==> src/rtl/mul_pkg.sv <==
// Shared sizing and state encoding for the radix-16 Booth multiplier sequencer.
package mul_pkg;

    localparam int WIDTH  = 32;
    localparam int N_ITER = WIDTH / 4;
    localparam int CNT_W  = $clog2(N_ITER);

    typedef enum logic [1:0] {
        IDLE  = 2'd0,
        CALC  = 2'd1,
        FINAL = 2'd2,
        DONE  = 2'd3
    } mul_state_e;

endpackage

==> src/rtl/mul_seq_ctrl.sv <==
// Sequencer for the radix-16 Booth datapath: capture, N_ITER digit shifts, final add, result hold.
// Accept to out_valid is N_ITER+2 cycles; out_valid holds until out_ready, abort/rst drop to IDLE.
module mul_seq_ctrl #(
    parameter int WIDTH  = mul_pkg::WIDTH,
    parameter int N_ITER = WIDTH / 4,
    parameter int CNT_W  = $clog2(N_ITER)
) (
    input  logic             clk,
    input  logic             rst,
    input  logic             in_valid,
    input  logic             in_signed,
    output logic             in_ready,
    input  logic             abort,
    output logic             out_valid,
    input  logic             out_ready,
    output logic             op_capture,
    output logic             load,
    output logic             shift_en,
    output logic [CNT_W-1:0] digit_idx,
    output logic             final_add_en,
    output logic             op_signed,
    output logic             busy,
    output logic [15:0]      op_count
);
    import mul_pkg::*;

    localparam logic [CNT_W-1:0] CNT_LAST = CNT_W'(N_ITER - 1);

    mul_state_e       state_q, state_d;
    logic [CNT_W-1:0] cnt_q, cnt_d;
    logic             op_signed_q, op_signed_d;
    logic [15:0]      op_count_q, op_count_d;

    logic abort_act;
    logic accept;

    // Abort only matters once an operation is in flight; in IDLE it is ignored.
    assign abort_act = abort && (state_q != IDLE);
    assign in_ready  = !abort_act &&
                       ((state_q == IDLE) || ((state_q == DONE) && out_ready));
    assign accept    = in_valid && in_ready;

    always_comb begin
        state_d     = state_q;
        cnt_d       = cnt_q;
        op_signed_d = op_signed_q;
        op_count_d  = op_count_q;

        case (state_q)
            IDLE: begin
                if (accept) begin
                    state_d     = CALC;
                    cnt_d       = '0;
                    op_signed_d = in_signed;
                end
            end
            CALC: begin
                if (abort_act) begin
                    state_d = IDLE;
                    cnt_d   = '0;
                end else if (cnt_q == CNT_LAST) begin
                    state_d = FINAL;
                    cnt_d   = '0;
                end else begin
                    cnt_d = cnt_q + 1'b1;
                end
            end
            FINAL: begin
                state_d = abort_act ? IDLE : DONE;
            end
            DONE: begin
                if (abort_act) begin
                    state_d = IDLE;
                end else if (out_ready) begin
                    op_count_d = op_count_q + 16'd1;
                    // Back-to-back: a new operation starts in the same cycle the result leaves.
                    if (accept) begin
                        state_d     = CALC;
                        cnt_d       = '0;
                        op_signed_d = in_signed;
                    end else begin
                        state_d = IDLE;
                    end
                end
            end
            default: state_d = IDLE;
        endcase
    end

    always_ff @(posedge clk) begin
        if (rst) begin
            state_q     <= IDLE;
            cnt_q       <= '0;
            op_signed_q <= 1'b0;
            op_count_q  <= 16'd0;
        end else begin
            state_q     <= state_d;
            cnt_q       <= cnt_d;
            op_signed_q <= op_signed_d;
            op_count_q  <= op_count_d;
        end
    end

    assign op_capture   = accept;
    assign load         = accept;
    assign shift_en     = (state_q == CALC);
    assign digit_idx    = (state_q == CALC) ? cnt_q : '0;
    assign final_add_en = (state_q == FINAL);
    assign out_valid    = (state_q == DONE);
    assign busy         = (state_q != IDLE);
    assign op_signed    = op_signed_q;
    assign op_count     = op_count_q;

endmodule

==> config.mk <==
export PLATFORM = sky130hd
export DESIGN_NAME = mul_seq_ctrl
export DESIGN_NICKNAME = d
export VERILOG_FILES = /design/src/rtl/mul_pkg.sv /design/src/rtl/mul_seq_ctrl.sv
export SDC_FILE = /design/constraint.sdc
export NUM_CORES = 1
export LEC_CHECK = 0
export CAP_MARGIN = 0
export CELL_PAD_IN_SITES_DETAIL_PLACEMENT = 1
export CELL_PAD_IN_SITES_GLOBAL_PLACEMENT = 1
export CORE_MARGIN = 2
export CORE_UTILIZATION = 34
export DETAILED_ROUTE_END_ITERATION = 7
export PLACE_DENSITY = 0.86
export SLEW_MARGIN = 40
export SYNTH_ARGS = -nofsm -noshare
export SYNTH_HDL_FRONTEND = slang
export SYNTH_SLANG_ARGS = --single-unit
==> constraint.sdc <==
create_clock -name clk -period 2 [get_ports clk]
set_clock_uncertainty 0.05 [all_clocks]
set_input_delay 0.4 -clock clk [delete_from_list [all_inputs] [get_ports clk]]
set_output_delay 0.4 -clock clk [all_outputs]
set_load 0.05 [all_outputs]
* Word level (Yosys, flattened, before mapping)
Cells that the tools add are included.
** Operators by class
- Reduce and logical (&&, ||, !) cells :: 14
- Bitwise gates (word level) :: 1
- Mux-type cells :: 19
- Add/subtract/negate cells :: 2
- Equal/unequal tests :: 9
** Operators with widths (number)
- 3-bit two-way mux :: 6
- 16-bit by 1-bit adder with 16-bit output (second input constant) :: 1
- 2-bit two-way mux :: 6
- 3-bit AND reduction :: 4
- 3-bit one-hot mux with 3 select lines :: 1
- 2-bit one-hot mux with 4 select lines :: 1
- 3-bit by 1-bit != test with 1-bit output (second input constant) :: 2
- 2-bit == test (second input constant) :: 2
- 1-bit logical AND :: 4
- 1-bit two-way mux :: 4
- 2-bit != test (second input constant) :: 2
- 2-bit nonzero test :: 2
- 3-bit by 1-bit adder with 3-bit output (second input constant) :: 1
- 3-bit == test (second input constant) :: 1
- 3-bit nonzero test :: 1
- 2-bit by 1-bit == test with 1-bit output (second input constant) :: 1
- 2-bit zero test :: 1
- 2-bit by 1-bit != test with 1-bit output (second input constant) :: 1
- 1-bit one-hot mux with 2 select lines :: 1
- 1-bit zero test :: 1
- 1-bit logical OR :: 1
- 1-bit inverter :: 1
** Word-level totals
- Word-level logic and storage cells :: 49
- Flip-flop bits (word level) :: 22

* Longest topological paths before layout
- Depth in word-level cells :: 9
- Mapped depth :: 5

* Worst setup path after synthesis
Ideal clock, no wire load.
- Kind :: flip-flop to output port
- Start point :: register state_q[1]
- End point :: output port op_capture
- Stages on the path, launching flop included :: 6
- Setup slack :: -0.147 ns
- Data required time :: 1.550 ns
- Arrival :: 1.697 ns
- Buffers on the path :: 2
- Cells stage by stage :: dfxtp_1 > buf_6 > or2_2 > a21o_1 > inv_1 > buf_4
** On the way
- Word-level cells in the longest chain between the ends :: 5
- Elaborated cells on any way between the ends :: 9
** RTL lines
- from (decl) :: RTL line mul_seq_ctrl.sv:29 : mul_state_e state_q, state_d;
- from (signal assigned) :: RTL line mul_seq_ctrl.sv:97 : state_q <= state_d;
- 2-bit nonzero test
- via busy :: RTL line mul_seq_ctrl.sv:22 : output logic busy,
- 1-bit logical AND :: RTL line mul_seq_ctrl.sv:38 : assign abort_act = abort && (state_q != IDLE);
- 1-bit zero test :: RTL line mul_seq_ctrl.sv:39 : assign in_ready = !abort_act &&
- 1-bit logical AND :: RTL line mul_seq_ctrl.sv:39
- 1-bit logical AND :: RTL line mul_seq_ctrl.sv:41 : assign accept = in_valid && in_ready;
- to (decl) :: RTL line mul_seq_ctrl.sv:16 : output logic op_capture,
The timed path passes the listed nets, and every way through them passes these cells.

* Final worst setup path
- Start point :: register op_count_q[14], in the netlist op_count[14]
- End point :: output port op_count[14]
** RTL lines
- from (decl) :: RTL line mul_seq_ctrl.sv:32 : logic [15:0] op_count_q, op_count_d;
- from (signal assigned) :: RTL line mul_seq_ctrl.sv:100 : op_count_q <= op_count_d;
- to (decl) :: RTL line mul_seq_ctrl.sv:23 : output logic [15:0] op_count
No word-level cell between the ends.

==> run metrics <==
Placed Area around 1700 sq um; cell with the biggest individual delay on the critical path sky130_fd_sc_hd__clkdlybuf4s50_1; area inside the core boundary ~3300 sq um; number of core rows 21; Max Clk Rate slightly above 500 MHz; grt total ovfl 0; TritonCTS Buffers 3; number of maximum-capacitance constraint violations 0; number of pins exceeding their max-slew limit in the final report 0; number of vias in the routed layout 1086; effective utilization at floorplan 35.0%; slew at the pin closest to its max-slew limit 519 ps; hold path startpoint op_signed; number of warnings issued by yosys 0; Syn Inst Count between 100 and 150; number of nets produced by synthesis 137; largest net degree at the start of global routing 13; worst hold-check path type register to register; wire length of the first global-routing pass ~5300 microns; number of DRC violations after detailed routing 0; count of input and output buffers 32; Final GP Congestion 0.776; crit path DAT 1510 ps; clk_lat worst skew 320 ps; outcome completed; number of hold violations in the final report 0; cell type group with the largest total delay on the critical path buffers and inverters; RR Endpoint op_count[15]; Crit. End Element output port; post-layout worst setup margin between 40 and 50 ps; detailed placement HPWL 2350 microns; power per unit of standard cell area 463 nW/um^2; TritonCTS clock tree built; biggest cell delay along the critical path approximately 820 ps; unrepaired setup endpoints after global routing yes; DR iter-0 viols 28; leading cell types in the layout, fill and taps excluded sky130_fd_sc_hd__buf_4, sky130_fd_sc_hd__dfxtp_1, sky130_fd_sc_hd__nor2_1; clock-pin slew on the worst setup and hold paths 110 ps; number of global-route vias before repair between 1000 and 1500; area delta synth->final 50.5%; most common cell after layout, fill and taps aside sky130_fd_sc_hd__buf_4; average wire length per cell after detail routing 14.0 microns; post-route fraction of the period consumed by the critical path 97.9%; Critical Path Source Type register; Global Route Usage Sum 16.8%; biggest fanout along the worst timing path 4; end point of the most critical hold path op_signed; CTS root buffer sky130_fd_sc_hd__clkbuf_4; total setup violations reported at the end of the flow 0; final critical path time including I/O delays and setup 1960 ps; clock sink count 22; worst path buffer plus inverter count 1; worst slack, placed -197 ps; Die Ht about 62 microns; synthesized flop and latch total 22; WHS Path Cells 2; Mean Syn Cell Area 8.98 sq um; utilization after layout 52.7%; number of primary I/O pins 33; DIE WIDTH approximately 62 microns; DRT Wirelength 3050 microns; antenna violations before repair 0; CTS Hold Bufs 0; worst ir drop on vdd 0.227 mV; netlist area before placement 1150 sq um; fraction of layout instances using a drive strength above 1 between 30% and 40%; count of cell types in the netlist 36; R2R setup slack 230 ps; start of the worst register-to-register path state_q[0]; finished layout cell area around 1700 sq um; Die Outline Area 3860 sq um; sequential area share after synthesis 38.3%; static leakage power approximately 0.80 nW; number of diodes added for antenna fixing 0; chain of cells forming the critical path clkdlybuf4s50_1; power after layout 802 uW; detailed-routing iteration count for the pre-antenna-repair pass 4; headroom to the max-slew limit 65.4%; via-per-instance ratio 4.98; worst setup path class register to output port; Req. time, crit path approximately 1600 ps; number of H-tree branching levels 1; number of nets in the layout 183; depth of the worst register-to-register path 5; buffer depth of the longest clock path 2; DRT antenna net count 0
## sequential cells by signal, summed over array words and instances (netlist names)
| name | cells |
|---|---|
| op_signed | 1 |
| op_count | 16 |
| state_q | 2 |
| cnt_q | 3 |
## power breakdown
| part | internal, mW | switching (mW) | leakage (nW) | total (mW) |
|---|---|---|---|---|
| Sequential | 0.441 | 0.00727 | 0.179 | 0.448 |
| Clock | 0.0706 | 0.135 | 0.0138 | 0.206 |
| Combinational | 0.0675 | 0.0795 | 0.609 | 0.147 |
| Total | 0.579 | 0.222 | 0.801 | 0.802 |
## cell usage after synthesis
master                     count  share of area, %
sky130_fd_sc_hd__dfxtp_1      22                38
sky130_fd_sc_hd__nor2_1       16               5.2
sky130_fd_sc_hd__a21oi_1       9               3.9
sky130_fd_sc_hd__nand2_1       7               2.3
sky130_fd_sc_hd__nand3_1       6               2.6
sky130_fd_sc_hd__xnor2_1       6               4.6
sky130_fd_sc_hd__inv_1         5               1.6
sky130_fd_sc_hd__and2_1        4               2.2
sky130_fd_sc_hd__clkbuf_1      4               1.3
sky130_fd_sc_hd__nor2b_1       4               2.2
sky130_fd_sc_hd__ha_1          3               3.3
sky130_fd_sc_hd__nand2b_1      3               1.6
sky130_fd_sc_hd__nor3_1        3               1.3
sky130_fd_sc_hd__nor4_1        3               1.6
sky130_fd_sc_hd__xor2_1        3               2.3
sky130_fd_sc_hd__a211oi_1      2               1.3
sky130_fd_sc_hd__a31o_2        2               1.5
sky130_fd_sc_hd__a31oi_1       2               1.1
sky130_fd_sc_hd__and3_1        2               1.1
sky130_fd_sc_hd__mux2_1        2               2.0
sky130_fd_sc_hd__nand3b_1      2               1.3
sky130_fd_sc_hd__nand4_1       2               1.1
sky130_fd_sc_hd__nor4_4        2               3.7
sky130_fd_sc_hd__or3_1         2               1.1
sky130_fd_sc_hd__a21o_1        1              0.65
sky130_fd_sc_hd__and4_1        1              0.76
sky130_fd_sc_hd__and4b_1       1              0.87
sky130_fd_sc_hd__buf_4         1              0.65
sky130_fd_sc_hd__buf_6         1              0.98
sky130_fd_sc_hd__mux2_4        1               1.3
sky130_fd_sc_hd__nand3_2       1              0.87
sky130_fd_sc_hd__nand4_4       1               1.8
sky130_fd_sc_hd__nand4b_4      1               2.1
sky130_fd_sc_hd__o21ai_0       1              0.43
sky130_fd_sc_hd__or2_1         1              0.54
sky130_fd_sc_hd__or2_2         1              0.54
## layout make-up
class	instances	area (sq um)
Fill cell	378	1550
Multi-Input combinational cell	95	666
Timing Repair Buffer	47	513
Sequential cell	22	445
Tap cell	46	57.6
Inverter	5	26.3
Clock buffer	3	22.5
## per-stage QoR
stage                     hold WS, ps  cells  setup TNS (ps)
final                             432    218               0
after floorplan                   406    128           -3.83
after detailed placement          409    211           -1030
after global routing              464    218           -12.2
after global placement            397    211            -626
after CTS                         429    216               0
## per-layer routing
layer,share of wire (%),vias to the layer above,global-route usage (%),wire length [microns]
met3,5.1,5,3.26,154
met2,50,33,30.2,1530
met1,43,511,19.7,1310
met4,1.8,0,6.39,56
met5,0,-,0,0
li1,-,537,-,-
## worst min-delay path, delay by kind of cell, from the launching register on
family | cells | cell delay (ps)
simple gates | 1 | 60
flops | 1 | 340
compound gates | 1 | 60
## cells by family (layout without fill, tap and decap cells)
group           count (synthesis)  after routing  synth area share [%]
xor+xnor                        9              9                  6.86
flops                          22             22                  38.3
buf+inv                        11             55                  4.57
mux                             3              3                  3.26
fa+ha+maj                       3              3                  3.26
simple gates                   63             63                  34.8
compound gates                 17             17                  8.92
## worst max path at each step
stage,depth (start not counted),end,slack [ps],startpoint
floorplan,5,op_capture,-4,state_q[1]
finish,1,op_count[14],40,op_count[14]
CTS,1,op_count[1],2,op_count[1]
global placement,5,op_count[15],-150,out_ready
detailed placement,5,op_count[15],-200,out_ready
global route,4,digit_idx[0],-5,state_q[1]
## what timing repair did
item	in CTS	in global routing
setup buffers	2	2
setup endpoints to repair	9	8
gates resized for setup	9	3
pin swaps	1	0
Power figures use the tool's default switching activity.
